--- src/rtl/branch_target_buffer.sv ---
// ----------------------------------------------------------------------------
// branch_target_buffer
//   Direct-mapped branch target buffer with a 2-bit saturating counter per
//   entry. Lookup is combinational from PCF; training comes from the execute
//   stage and is written on the rising clock edge.
//
// Ports:
//   clk, rst          - clock, synchronous active-high reset
//   PCF               - fetch PC to look up
//   Predict_branchF   - predict taken (fetch selects Target_finalF)
//   Target_finalF     - predicted target, or PCF+4 when not predicted taken
//   hitF              - valid entry with matching tag for PCF
//   Eval_branch       - execute stage holds a resolved branch/jump this cycle
//   Jalr              - resolved instruction is jalr (no training)
//   PCE, PCSrcE,
//   PCTargetE         - resolved PC, actual outcome and actual taken target
//   Predict_branchE   - prediction that was made for this instruction
//   branch_count,
//   mispredict_count  - statistics counters
//
// Optional feature: define BTB_STATS_EN to build the statistics counters;
// otherwise both count outputs are tied to zero and no counter flops exist.
// ----------------------------------------------------------------------------
module branch_target_buffer #(
    parameter int unsigned ENTRIES = 16,
    parameter int unsigned IDX_W   = 4,
    parameter int unsigned TAG_W   = 32 - IDX_W - 2
) (
    input  logic        clk,
    input  logic        rst,
    input  logic [31:0] PCF,
    output logic        Predict_branchF,
    output logic [31:0] Target_finalF,
    output logic        hitF,
    input  logic        Eval_branch,
    input  logic        Jalr,
    input  logic [31:0] PCE,
    input  logic        PCSrcE,
    input  logic [31:0] PCTargetE,
    input  logic        Predict_branchE,
    output logic [31:0] branch_count,
    output logic [31:0] mispredict_count
);

    logic             valid_q  [ENTRIES];
    logic [TAG_W-1:0] tag_q    [ENTRIES];
    logic [31:0]      target_q [ENTRIES];
    logic [1:0]       ctr_q    [ENTRIES];

    // ---------------- lookup ----------------
    logic [IDX_W-1:0] idx_f;
    logic [TAG_W-1:0] tag_f;

    assign idx_f = PCF[IDX_W+1:2];
    assign tag_f = PCF[31:IDX_W+2];

    always_comb begin
        hitF            = valid_q[idx_f] && (tag_q[idx_f] == tag_f);
        Predict_branchF = hitF && ctr_q[idx_f][1];
        Target_finalF   = Predict_branchF ? target_q[idx_f] : PCF + 32'd4;
    end

    // ---------------- training ----------------
    logic [IDX_W-1:0] idx_e;
    logic [TAG_W-1:0] tag_e;
    logic             hit_e;
    logic             ent_we;
    logic             ent_valid_d;
    logic [TAG_W-1:0] ent_tag_d;
    logic [31:0]      ent_target_d;
    logic [1:0]       ent_ctr_d;

    assign idx_e = PCE[IDX_W+1:2];
    assign tag_e = PCE[31:IDX_W+2];
    assign hit_e = valid_q[idx_e] && (tag_q[idx_e] == tag_e);

    always_comb begin
        ent_we       = 1'b0;
        ent_valid_d  = valid_q[idx_e];
        ent_tag_d    = tag_q[idx_e];
        ent_target_d = target_q[idx_e];
        ent_ctr_d    = ctr_q[idx_e];
        if (Eval_branch && !Jalr) begin
            if (hit_e) begin
                ent_we = 1'b1;
                if (PCSrcE) begin
                    ent_target_d = PCTargetE;
                    if (ctr_q[idx_e] != 2'b11) ent_ctr_d = ctr_q[idx_e] + 2'b01;
                end else begin
                    if (ctr_q[idx_e] != 2'b00) ent_ctr_d = ctr_q[idx_e] - 2'b01;
                end
            end else if (PCSrcE) begin
                // Allocate taken branches only; a conflicting entry is evicted.
                ent_we       = 1'b1;
                ent_valid_d  = 1'b1;
                ent_tag_d    = tag_e;
                ent_target_d = PCTargetE;
                ent_ctr_d    = 2'b10;
            end
        end
    end

    always_ff @(posedge clk) begin
        if (rst) begin
            for (int i = 0; i < ENTRIES; i++) begin
                valid_q[i]  <= 1'b0;
                tag_q[i]    <= '0;
                target_q[i] <= '0;
                ctr_q[i]    <= 2'b01;
            end
        end else if (ent_we) begin
            valid_q[idx_e]  <= ent_valid_d;
            tag_q[idx_e]    <= ent_tag_d;
            target_q[idx_e] <= ent_target_d;
            ctr_q[idx_e]    <= ent_ctr_d;
        end
    end

    // ---------------- statistics ----------------
`ifdef BTB_STATS_EN
    logic [31:0] branch_count_q, branch_count_d;
    logic [31:0] mispredict_count_q, mispredict_count_d;

    always_comb begin
        branch_count_d     = branch_count_q;
        mispredict_count_d = mispredict_count_q;
        if (Eval_branch) begin
            branch_count_d = branch_count_q + 32'd1;
            // Jalr is counted as a branch but never as a mispredict.
            if (!Jalr && (Predict_branchE != PCSrcE)) begin
                mispredict_count_d = mispredict_count_q + 32'd1;
            end
        end
    end

    always_ff @(posedge clk) begin
        if (rst) begin
            branch_count_q     <= '0;
            mispredict_count_q <= '0;
        end else begin
            branch_count_q     <= branch_count_d;
            mispredict_count_q <= mispredict_count_d;
        end
    end

    assign branch_count     = branch_count_q;
    assign mispredict_count = mispredict_count_q;
`else
    logic unused_stats;
    assign unused_stats     = Predict_branchE;
    assign branch_count     = 32'h0;
    assign mispredict_count = 32'h0;
`endif

endmodule

--- config.mk ---
export PLATFORM = sky130hd
export DESIGN_NAME = branch_target_buffer
export DESIGN_NICKNAME = d
export VERILOG_FILES = /design/src/rtl/branch_target_buffer.sv
export SDC_FILE = /design/constraint.sdc
export NUM_CORES = 2
export LEC_CHECK = 0
export CELL_PAD_IN_SITES_DETAIL_PLACEMENT = 1
export CELL_PAD_IN_SITES_GLOBAL_PLACEMENT = 2
export CORE_MARGIN = 4
export CORE_UTILIZATION = 41
export CTS_BUF_LIST = sky130_fd_sc_hd__clkbuf_4 sky130_fd_sc_hd__clkbuf_8 sky130_fd_sc_hd__clkbuf_16
export DETAILED_ROUTE_END_ITERATION = 12
export GPL_ROUTABILITY_DRIVEN = 0
export PLACE_DENSITY = 0.75
export SYNTH_ARGS = -nofsm -noshare
export SYNTH_HDL_FRONTEND = slang
export SYNTH_SLANG_ARGS = --single-unit
--- constraint.sdc ---
create_clock -name clk -period 5.9 [get_ports clk]
set_clock_uncertainty 0.15 [all_clocks]
set_input_delay 1.18 -clock clk [delete_from_list [all_inputs] [get_ports clk]]
set_output_delay 1.18 -clock clk [all_outputs]
set_load 0.05 [all_outputs]
After elaboration in Yosys (flattened, before gate mapping):

Memories as Yosys holds them, arrays and structs flattened.
Cells that the tools add are included.

* register bits after elaboration: 0
* RAM bits: 976
* input port bits: 102
* output and inout port bits: 98
* logic and storage cells: 58
* memories: 4

Memory list
* target_q: depth 16, bits a word 32, rd ports 1, clocked after memory_dff 0, wr ports 16, line 47 `logic [31:0] target_q [ENTRIES];`
* tag_q: depth 16, bits a word 26, rd ports 2, clocked after memory_dff 0, wr ports 16, line 46 `logic [TAG_W-1:0] tag_q [ENTRIES];`
* ctr_q: depth 16, bits a word 2, rd ports 2, clocked after memory_dff 0, wr ports 16, line 48 `logic [1:0] ctr_q [ENTRIES];`
* valid_q: depth 16, bits a word 1, rd ports 2, clocked after memory_dff 0, wr ports 16, line 45 `logic valid_q [ENTRIES];`

* $add $sub $neg: 3
* equality and inequality tests: 5
* muxes and demuxes: 35
* reduce and logical (&&, ||, !) cells: 11

Operators with widths (number)
* two-way mux 32 bit: 4
* two-way mux 26 bit: 4
* equality test 26 bit: 2
* adder 32 x 3 -> 32 bit, second input constant: 1
* OR reduction 32 bit: 1
* OR reduction 26 bit: 1
* two-way mux 1 bit: 16
* two-way mux 4 bit: 4
* two-way mux 2 bit: 7
* logical AND 1 bit: 4
* != test 2 bit, second input constant: 2
* AND reduction 3 bit: 1
* adder 2 x 1 -> 2 bit, second input constant: 1
* nonzero test 2 bit: 1
* OR reduction 2 bit: 1
* subtractor 2 x 1 -> 2 bit, second input constant: 1
* zero test 1 bit: 1
* != test 1 bit, second input constant: 1
* OR reduction 1 bit: 1

Logic depth before layout (Yosys ltp):

An unclocked memory read counts as a cell.

* depth after elaboration: 11
* depth in mapped cells: 17
* mapped depth without buffers: 9

Worst setup path after synthesis:

Ideal clock, no wire load.

* kind: input-to-output
* start point: in PCF[2]
* end point: out Predict_branchF
* data arrival time: 6044 ps
* required time: 4570 ps
* slack: -1474 ps
* cell stages on the path: 11
* buffers on the path: 3
* cell sequence: buf_2 buf_2 buf_2 mux4_2 mux4_2 xnor2_1 nand2_1 nor4b_1 nand4_1 nor4_1 nor2b_1

* word-level cells in the longest chain between the ends: 4
* elaborated cells between the ends (all ways): 6

RTL lines
* start, declared: line 31 `input logic [31:0] PCF,`
* memory (16 x 26 bit)
* equality test 26 bit: line 58 `hitF = valid_q[idx_f] && (tag_q[idx_f] == tag_f);`
* logical AND 1 bit (*): line 58
* via hitF: line 34 `output logic hitF,`
* logical AND 1 bit (*): line 59 `Predict_branchF = hitF && ctr_q[idx_f][1];`
* end, declared: line 32 `output logic Predict_branchF,`

The timed path passes the listed nets; every way through them passes the cells marked *.

Final worst setup path:

* start point: in PCF[2]
* end point: out Target_finalF[20]

* word-level cells in the longest chain between the ends: 5
* elaborated cells between the ends (all ways): 9

RTL lines
* memory (16 x 26 bit)
* equality test 26 bit: line 58
* logical AND 1 bit: line 58
* logical AND 1 bit: line 59
* two-way mux 32 bit (*): line 60 `Target_finalF = Predict_branchF ? target_q[idx_f] : PCF + 32'd4;`
* end, declared: line 33 `output logic [31:0] Target_finalF,`

Every way passes the cells marked *; elsewhere a longest branch is shown, timed or not.

==> impl_metrics.toml <==
[detailed_routing]
detail-route-antenna-nets = 0
drt_iter0_markers = 4274
top_layer = "met5"
routed-wl-met2_um = 89940
first_pass_iters = 5
drc = 0
wirelength_um = 192100
avgRoutedWirePerCell_um = 35.17
met1_length_um = 77680
num_vias = 34160
vias_per_cell = 6.255
met3_wirelength_um = 16820

[setup_path]
critPathMaxStageDelay_ps = 570
crit_type = "in2out"
rr_startpoint = "tag_q[4][23]$_SDFFCE_PN0P_"
crit_slowest_cell = "mux4_2"
crit_fanout = 12
critPathLaunch = "PCF[2]"
critical_path.endpoint_type = "output port"
arrival_ps = 4600
path_cells = "buf_16 > buf_12 > buf_8 > mux4_2 > mux4_2 > xnor2_2 > nand2_1 > or3_1 > nor4_4 > buf_6 > buf_12 > mux2_1 > buf_6"
reg2reg_slack_ps = 1680
critPathRequiredTime_ps = 4570
r2r_end = "tag_q[11][8]$_SDFFCE_PN0P_"
r2r_cells = 11
worstSetupStartpointType = "input pin"

[synth]
syn_area_um2 = 51690
synth_edf_count = 976
yosys_warnings = 0
ys_seq_area_share_pct = 56.70
avgSynthCellArea_um2 = 14.77
synth.distinct_cells = 90
synth_area_leader_cell = "edfxtp_1"
synth_top_area_share_pct = 56.70
ys_async_sr_fraction_pct = 0
synth_flop_cell = "edfxtp_1"
synth-seq-cells = 976
synthCells = 3500
synthTopCellsByArea = "edfxtp_1 57%, mux4_2 16%, and2_1 6.3%"

[clocking]
max-clock-path-buffers = 3
cts_num_sinks = 976
htree_levels = 3
cts_made_buffers = 107
clk_pin_slew_ps = 70
insertion_delay_ps = 760
cts_root_buffer = "clkbuf_16"
cts_tree = "built"
hold_buffers = 0

[layout]
final.fill_count = 12120
final_cell_mix = "976 x edfxtp_1, 521 x and2_1, 364 x mux4_2"
drive_gt1_share_pct = 30.28
post-route-cell-area_um2 = 60310
layout.nets = 3819
syn_to_final_growth_pct = 16.67
multi_input_area_um2 = 20650
regArea_um2 = 29310
layout.cells.most_common = "edfxtp_1"

[sta]
maxSlewViolCount = 0
fin_crit_ps = 5929
max-slew-margin-rel_pct = 23.48
hold_viol = 0
min_period_over_period_pct = 100.5
tightest_slew_ps = 1140
clock.fmax_ghz = 0.1687
setup_viol = 23
rsz0062_at_grt = "yes"
whs_ps = 1071
worst_slack_ps = -28.61

[floorplan]
core_area_um2 = 125400
die_w_um = 363.1
fp-row-count = 130
io_pins = 200
die_y_um = 363.1
die-area_um2 = 131800
initial_core_util_pct = 41.22

[hold_path]
min_from = "tag_q[3][12]$_SDFFCE_PN0P_"
min_to = "tag_q[0][12]$_SDFFCE_PN0P_"
min_path_type = "reg2reg"
whs_path_depth = 6

[power_and_ir_drop]
leakagePower_nw = 21.07
ir_worst_vdd_mv = 0.2211
p_total_mw = 17.04
p_per_area_nw_per_um2 = 282.5

[global_routing]
grt_pass1_wl_um = 270400
grt_overflow = 0
grt_pass1_vias = 34900
grt_antenna_before_repair = 10
grt.total_usage_pct = 28.90
grt_max_degree = 92

[placed_design]
io_buffer_count = 132
post-place-ws_ps = -379.3
place_area_um2 = 56370
hpwl_um = 123300

[outcome]
violations = "negative setup slack"
outcome = "complete, but fails checks"

[flow_run]
drv_cap = 0
## critical path: cells and delay by family
| family | cells | cell delay, ps |
|---|---|---|
| xor gates and xnor gates | 1 | 180 |
| buffers and inverters | 6 | 1010 |
| and+or+nand+nor | 3 | 740 |
| muxes | 3 | 1440 |
## layer usage
metal	up-vias	GRT usage, %
met1	18240	39.88
met5	-	0
met2	1762	45.82
li1	13800	-
met3	357	5.452
met4	2	10.75
## layout make-up
cell class,instances,area share (%)
flip-flops and latches,976,48.59
multi-input cells,2159,34.25
repair buffers,439,7.788
clock buffers,141,4.892
well taps,1650,3.423
clock inverters,60,0.8402
inverters,33,0.2054
diodes,3,0.01245
## kinds of logic (layout without fill, tap and decap cells)
group	count (synthesis)	in the layout	synth area share (%)
DFF	976	976	56.70
and+or+nand+nor	1039	1039	12.51
muxes	552	552	19.62
adders and majority gates	1	1	0.02420
xor gates and xnor gates	69	69	1.184
AOI/OAI and AO/OA	434	434	5.347
buffers and inverters	428	673	4.608
other	1	67	0.007254
## where the power goes
group	internal, mW	switching, mW
combinational	0.888	1.42
clock	3.72	2.97
sequential	7.92	0.124
total	12.5	4.51
## sequential cells by signal, indices dropped and copies added (netlist names)
name      flops
target_q    512
tag_q       416
ctr_q        32
valid_q      16
## worst max path at each step
stage | to | slack, ps | cells after the start
after CTS | Target_finalF[15] | -30 | 13
after global placement | Target_finalF[3] | -300 | 14
after detailed placement | Target_finalF[3] | -380 | 14
after floorplan | Predict_branchF | 1 | 11
final | Target_finalF[20] | -30 | 13
after global routing | Target_finalF[20] | -140 | 13
## what timing repair did
item,CTS,global route
gates resized for setup,57,25
pin swaps,5,4
endpoints found under the setup margin,34,34
setup buffers,12,0
gates cloned,1,0
## cells in the mapped netlist (4+ instances only)
master and count:
mux2_1 15, a21o_1 4, and3_1 10, mux2_2 36
nand3_2 9, o21ai_1 4, o22ai_1 16, buf_12 6
nor3_1 113, and2_1 521, a211oi_1 13, or2_2 18
nand4_1 14, o21ai_2 10, a221oi_1 8, mux2i_1 137
clkbuf_1 179, xnor2_1 41, o2bb2ai_1 4, o21ai_0 22
inv_1 32, buf_6 30, nor3_2 70, nand2b_1 38
a21oi_1 256, nor2_1 99, nand3_1 36, a22o_1 4
nand4_4 9, nand2_1 46, a21oi_2 10, xor2_1 27
a22oi_1 35, mux4_2 364, buf_2 59, or3_1 5
nor4_1 4, buf_1 24, a21oi_4 5, nor2b_1 25
edfxtp_1 976, buf_4 95
## per-stage QoR
step	util [%]	std cells	setup TNS, ps
global route	48.09	5459	-3737
detailed placement	44.95	5243	-9783
global placement	44.95	5243	-8121
finish	48.09	5461	-401.3
CTS	48.00	5457	-162.1
floorplan	-	3563	0
Note: power is estimated with default switching activity, not from simulation.
